## config.mk

```make
export PLATFORM = sky130hd
export DESIGN_NAME = macc_stim_gen
export DESIGN_NICKNAME = d
export VERILOG_FILES = /design/src/rtl/macc_stim_gen.sv
export SDC_FILE = /design/constraint.sdc
export NUM_CORES = 1
export LEC_CHECK = 0
export CAP_MARGIN = 20
export CORE_ASPECT_RATIO = 0.7
export CORE_MARGIN = 2
export CORE_UTILIZATION = 60
export CTS_CLUSTER_SIZE = 8
export DETAILED_ROUTE_END_ITERATION = 10
export DONT_BUFFER_PORTS = 1
export PLACE_DENSITY = 0.8
export SYNTH_ARGS = -nofsm -noshare
export SYNTH_HDL_FRONTEND = slang
export SYNTH_SLANG_ARGS = --single-unit
```

## constraint.sdc

```tcl
create_clock -name Clk -period 2.7 [get_ports Clk]
set_input_delay 0.81 -clock Clk [delete_from_list [all_inputs] [get_ports Clk]]
set_output_delay 0.81 -clock Clk [all_outputs]
set_load 0.01 [all_outputs]
```

## src/rtl/macc_stim_gen.sv

```systemverilog
// Pseudo-random operand generator for a pair of MACC instances. It sequences clken/sload
// in fixed-length accumulation windows and strobes when a completed window sum is visible.
module macc_stim_gen #(
  parameter int          WIDTH       = 8,
  parameter logic [15:0] SEED_A      = 16'hACE1,
  parameter logic [15:0] SEED_B      = 16'h1D2C,
  parameter int          WINDOW      = 16,
  parameter int          NUM_WINDOWS = 4,
  parameter int          LAT         = 2
) (
  input  logic             Clk,
  input  logic             aclr_n,
  input  logic             start,
  input  logic             pause,
  output logic [WIDTH-1:0] dataa,
  output logic [WIDTH-1:0] datab,
  output logic             clken,
  output logic             sload,
  output logic             result_valid,
  output logic [7:0]       result_idx,
  output logic             busy,
  output logic             done
);

  localparam logic [15:0] SA = (SEED_A == 16'h0) ? 16'hACE1 : SEED_A;
  localparam logic [15:0] SB = (SEED_B == 16'h0) ? 16'hACE1 : SEED_B;
  localparam int BW = $clog2(WINDOW);
  localparam int DW = $clog2(LAT + 1);

  typedef enum logic [1:0] {S_IDLE, S_RUN, S_DRAIN, S_DONE} state_t;

  state_t           r_state, w_state;
  logic [15:0]      r_lfsr_a, r_lfsr_b, w_lfsr_a, w_lfsr_b;
  logic [BW-1:0]    r_beat, w_beat;
  logic [7:0]       r_win, w_win;
  logic [DW-1:0]    r_dcnt, w_dcnt;
  logic [WIDTH-1:0] r_dataa, r_datab, w_dataa, w_datab;
  logic             r_clken, r_sload, r_busy, r_done;
  logic             w_clken, w_sload, w_busy, w_done;
  logic             r_tag_last, w_tag_last;
  logic [7:0]       r_tag_idx, w_tag_idx;
  logic             r_rv;
  logic [7:0]       r_ridx;
  logic [8:0]       w_tag, w_head;

  function automatic logic [15:0] f_step(input logic [15:0] l);
    return (l >> 1) ^ (l[0] ? 16'hB400 : 16'h0000);
  endfunction

  always_comb begin
    w_state    = r_state;
    w_lfsr_a   = r_lfsr_a;
    w_lfsr_b   = r_lfsr_b;
    w_beat     = r_beat;
    w_win      = r_win;
    w_dcnt     = r_dcnt;
    w_dataa    = r_dataa;
    w_datab    = r_datab;
    w_clken    = 1'b0;
    w_sload    = 1'b0;
    w_busy     = 1'b0;
    w_done     = 1'b0;
    w_tag_last = 1'b0;
    w_tag_idx  = r_win;
    case (r_state)
      S_IDLE, S_DONE: begin
        w_dataa = '0;
        w_datab = '0;
        w_done  = (r_state == S_DONE);
        if (start) begin
          w_state  = S_RUN;
          w_lfsr_a = SA;
          w_lfsr_b = SB;
          w_beat   = '0;
          w_win    = '0;
          w_busy   = 1'b1;
          w_done   = 1'b0;
        end
      end
      S_RUN: begin
        w_busy = 1'b1;
        // a paused cycle holds data, counters and LFSRs; only clken/sload drop
        if (!pause) begin
          w_clken    = 1'b1;
          w_dataa    = r_lfsr_a[WIDTH-1:0];
          w_datab    = r_lfsr_b[WIDTH-1:0];
          w_sload    = (r_beat == '0);
          w_lfsr_a   = f_step(r_lfsr_a);
          w_lfsr_b   = f_step(r_lfsr_b);
          w_tag_last = (r_beat == BW'(WINDOW - 1));
          if (r_beat == BW'(WINDOW - 1)) begin
            w_beat = '0;
            w_win  = r_win + 8'd1;
            if (r_win == 8'(NUM_WINDOWS - 1)) begin
              w_state = S_DRAIN;
              w_dcnt  = '0;
            end
          end else begin
            w_beat = r_beat + BW'(1);
          end
        end
      end
      S_DRAIN: begin
        w_dataa = '0;
        w_datab = '0;
        if (r_dcnt == DW'(LAT)) begin
          w_state = S_DONE;
          w_done  = 1'b1;
        end else begin
          w_clken = 1'b1;
          w_busy  = 1'b1;
          w_dcnt  = r_dcnt + DW'(1);
        end
      end
      default: w_state = S_IDLE;
    endcase
  end

  always_ff @(posedge Clk or negedge aclr_n) begin
    if (!aclr_n) begin
      r_state    <= S_IDLE;
      r_lfsr_a   <= SA;
      r_lfsr_b   <= SB;
      r_beat     <= '0;
      r_win      <= '0;
      r_dcnt     <= '0;
      r_dataa    <= '0;
      r_datab    <= '0;
      r_clken    <= 1'b0;
      r_sload    <= 1'b0;
      r_busy     <= 1'b0;
      r_done     <= 1'b0;
      r_tag_last <= 1'b0;
      r_tag_idx  <= '0;
    end else begin
      r_state    <= w_state;
      r_lfsr_a   <= w_lfsr_a;
      r_lfsr_b   <= w_lfsr_b;
      r_beat     <= w_beat;
      r_win      <= w_win;
      r_dcnt     <= w_dcnt;
      r_dataa    <= w_dataa;
      r_datab    <= w_datab;
      r_clken    <= w_clken;
      r_sload    <= w_sload;
      r_busy     <= w_busy;
      r_done     <= w_done;
      r_tag_last <= w_tag_last;
      r_tag_idx  <= w_tag_idx;
    end
  end

  // Completion tracking: the tag of the operand on the outputs is stage 0; each enabled
  // cycle moves it one stage, so the head register fires after LAT enabled MACC edges.
  assign w_tag = {r_tag_last, r_tag_idx};

  if (LAT == 1) begin : g_nodl
    assign w_head = w_tag;
  end else begin : g_dl
    logic [LAT-2:0][8:0] r_dl;
    always_ff @(posedge Clk or negedge aclr_n) begin
      if (!aclr_n) begin
        r_dl <= '0;
      end else if (r_clken) begin
        r_dl[0] <= w_tag;
        for (int k = 1; k <= LAT - 2; k++) r_dl[k] <= r_dl[k-1];
      end
    end
    assign w_head = r_dl[LAT-2];
  end

  always_ff @(posedge Clk or negedge aclr_n) begin
    if (!aclr_n) begin
      r_rv   <= 1'b0;
      r_ridx <= '0;
    end else begin
      r_rv <= r_clken & w_head[8];
      if (r_clken && w_head[8]) r_ridx <= w_head[7:0];
    end
  end

  assign dataa        = r_dataa;
  assign datab        = r_datab;
  assign clken        = r_clken;
  assign sload        = r_sload;
  assign result_valid = r_rv;
  assign result_idx   = r_ridx;
  assign busy         = r_busy;
  assign done         = r_done;

endmodule

```

==> results by group <==
Drt
  • WL/cell: 15.9 um
  • 1st-iter DRT viols: 141
  • DR vias: 2561
  • TritonRoute pass-1 iters: 4
  • DRC: 0
  • Antenna Nets Post-Route: 0
  • Vias per inst: 5.91
  • Overall routed net length: 6.87 mm

Placed design
  • Worst slack, placed: 0.521 ns
  • Routability cong.: 0.781
  • Placed wire-length estimate: 4.38 mm
  • # port buffers: 0

Synthesis
  • Seq/Total Area, Yosys: 0.606
  • Post-synth EDFFs: 0
  • Count leader, synth: dfrtp_1
  • Asr flop ratio synth: 1.00
  • Cells after synthesis: 354
  • Top cell type by total area after synthesis: dfrtp_1
  • Synth cell count leaders: dfrtp_1, nand2_1, o21ai_0
  • Seq cells post-synth: 95
  • Post-Synthesis Net Count: 367
  • Post-synth design cell area: 3950 sq um
  • Top FF cell, synth: dfrtp_1
  • Mean Syn Cell Area: 11.2 sq um
  • Post-synth cell types: 42
  • Synth area leaders: dfrtp_1, dfstp_2, nand2_1
  • Post-synth top area share: 0.506
  • Synth warnings: 0

Critical path
  • Crit path required time: 2.92 ns
  • Critical Path AT: 2.31 ns
  • Maximum fanout along the worst path: 33
  • Crit end category: flip-flop
  • Critical path type: flip-flop to flip-flop
  • Crit path launch type: flip-flop

Global routing
  • Total GRT Usage: 0.213
  • Remaining Overflow, GRT: 0
  • Largest net degree at the start of global routing: 96
  • Vias in the first global route: 2502
  • Initial antenna violation count: 0
  • First-pass GRT wire length: 12.0 mm

STA
  • Hold Violations, Final: 0
  • FMAX: 480 MHz
  • Clock skew: 0.0102 ns
  • Post-layout min period: 2.09 ns
  • Slew at the pin with the worst max-slew slack: 0.645 ns
  • Worst Slack Setup Final: 0.615 ns
  • RSZ-0062 raised after global routing: no
  • Max-slew violations: 0
  • Relative slew slack: 0.570
  • Period utilization: 0.772
  • Final TNS setup: 0 ns
  • # setup viols final: 0

Clocking
  • Clock Path Buffers: 2
  • Clk Latency, worst-skew pair: 0.35 ns
  • CTS tree: yes
  • CTS Buf Count: 9
  • CTS Sinks: 95
  • Reg clk slew, reported paths: 0.09 ns
  • Postcts setup bufs: 0
  • Cts hold-fix bufs: 0
  • CTS resizes: 0
  • # H-tree levels: 3
  • Clk root buf: clkbuf_8

Cells and area
  • Nets@finish: 363
  • Reg area: 2400 sq um
  • Area used by multi-input combinational logic: 1400 sq um
  • Number of fillers in the final layout: 480
  • Utilization after layout: 0.673
  • Area growth from synthesis to layout: 7.31%
  • Fraction of layout instances using a drive strength above 1: 0.169
  • Antenna Diode Count: 0

Die
  • Die ar.: 7260 sq um
  • Die X: 101 um
  • Die H: 71.9 um
  • # rows: 24
  • Initial Utilization: 0.627
  • Core Area: 6310 sq um
  • Ports: 33

Pwr
  • Leakage: 1.96 nW
  • Power Density: 865 nW/um^2
  • Peak VDD IR: 0.000427 V

Job
  • Max-cap violations: 0

Hold path
  • Worst min-delay path class: primary input to asynchronous set/reset pin

Outcome
  • Outcome: finished clean
-- layer usage --
metal	vias to the layer above	routed length, um	track usage
met3	5	409	0.0597
met1	1283	3190	0.306
met4	0	40	0.0556
li1	1210	-	-
met2	63	3230	0.327
met5	-	0	0
-- final timing paths --
kind | cells after the start | from | endpoint | slack, ns
min in group Clk | 0 | r_win[7] | r_tag_idx[7] | 0.45
worst max-delay path | 7 | r_state[0] | r_win[6] | 0.61
worst min-delay path | 0 | aclr_n | result_idx[1] | 0.14
max in group asynchronous | 0 | aclr_n | r_lfsr_a[11] | 2.33
worst max register to register | 7 | r_state[0] | r_win[6] | 0.61
worst min register to register | 0 | r_win[7] | r_tag_idx[7] | 0.45
-- placed cells by master (no fill, tap or decap), types with 2 or more instances in the layout --
| master | n |
|---|---|
| nor2_1 | 18 |
| bufinv_16 | 2 |
| nand4_1 | 3 |
| nand2_1 | 55 |
| nand4b_1 | 4 |
| inv_6 | 2 |
| nand3_1 | 6 |
| buf_4 | 6 |
| xnor2_1 | 4 |
| mux2_2 | 18 |
| dfrtp_1 | 80 |
| nor3_1 | 2 |
| o21ai_0 | 25 |
| a31oi_1 | 13 |
| nor3b_1 | 3 |
| nor2b_1 | 2 |
| dfstp_2 | 15 |
| a21oi_1 | 9 |
| clkbuf_8 | 9 |
| o211ai_1 | 3 |
| xor2_1 | 2 |
| or2_2 | 2 |
| or3_1 | 3 |
| clkinvlp_4 | 2 |
| nand2b_1 | 6 |
| a22o_1 | 17 |
| inv_1 | 18 |
| ha_1 | 9 |
-- flip-flops by register name (all words and copies together), names as in the netlist, 2 cells and up --
name / flops
r_lfsr_a: 16
r_lfsr_b: 16
g_dl.r_dl: 9
dataa: 8
datab: 8
r_tag_idx: 8
r_win: 8
result_idx: 8
r_beat: 4
r_dcnt: 2
r_state: 2
-- critical path, cell delays in order, from the launching register on --
cell and delay [ns]:
dfrtp_1 0.41, inv_1 0.10, ha_1 0.40, nor2b_1 0.20, nor3_2 0.35, buf_12 0.24
a41o_1 0.19, a21oi_1 0.06
-- stage by stage --
step	hold WS [ns]	total power, mW	cells	instance area (sq um)
5_1_grt	0.0989	3.90	433	4240
3_3_place_gp	0.408	2.63	417	4020
3_5_place_dp	0.422	2.68	417	4020
4_1_cts	0.124	3.70	433	4240
6_report	0.139	3.67	433	4240
2_1_floorplan	0.374	2.54	354	3950
-- cell type report --
class,count,area share
Tap cell,78,0.0230
Inverter,18,0.0159
Timing Repair Buffer,7,0.0153
Sequential cell,95,0.565
Clock buffer,10,0.0301
Multi-Input combinational cell,219,0.329
Clock inverter,6,0.0218
-- power by group --
group | switching [mW] | internal [mW] | total (mW)
registers | 0.311 | 1.82 | 2.13
clock network | 0.485 | 0.529 | 1.01
logic | 0.242 | 0.283 | 0.524
-- kinds of logic after synthesis --
group / after synthesis / synth area share
multiplexers: 19 / 0.0538
adder cells (fa/ha/maj): 9 / 0.0285
AO/OA/AOI/OAI: 74 / 0.123
XOR/XNOR: 6 / 0.0133
buffers and inverters: 40 / 0.0408
flip-flops: 95 / 0.606
AND/OR/NAND/NOR: 111 / 0.134
Note: power is estimated with default switching activity, not from simulation.
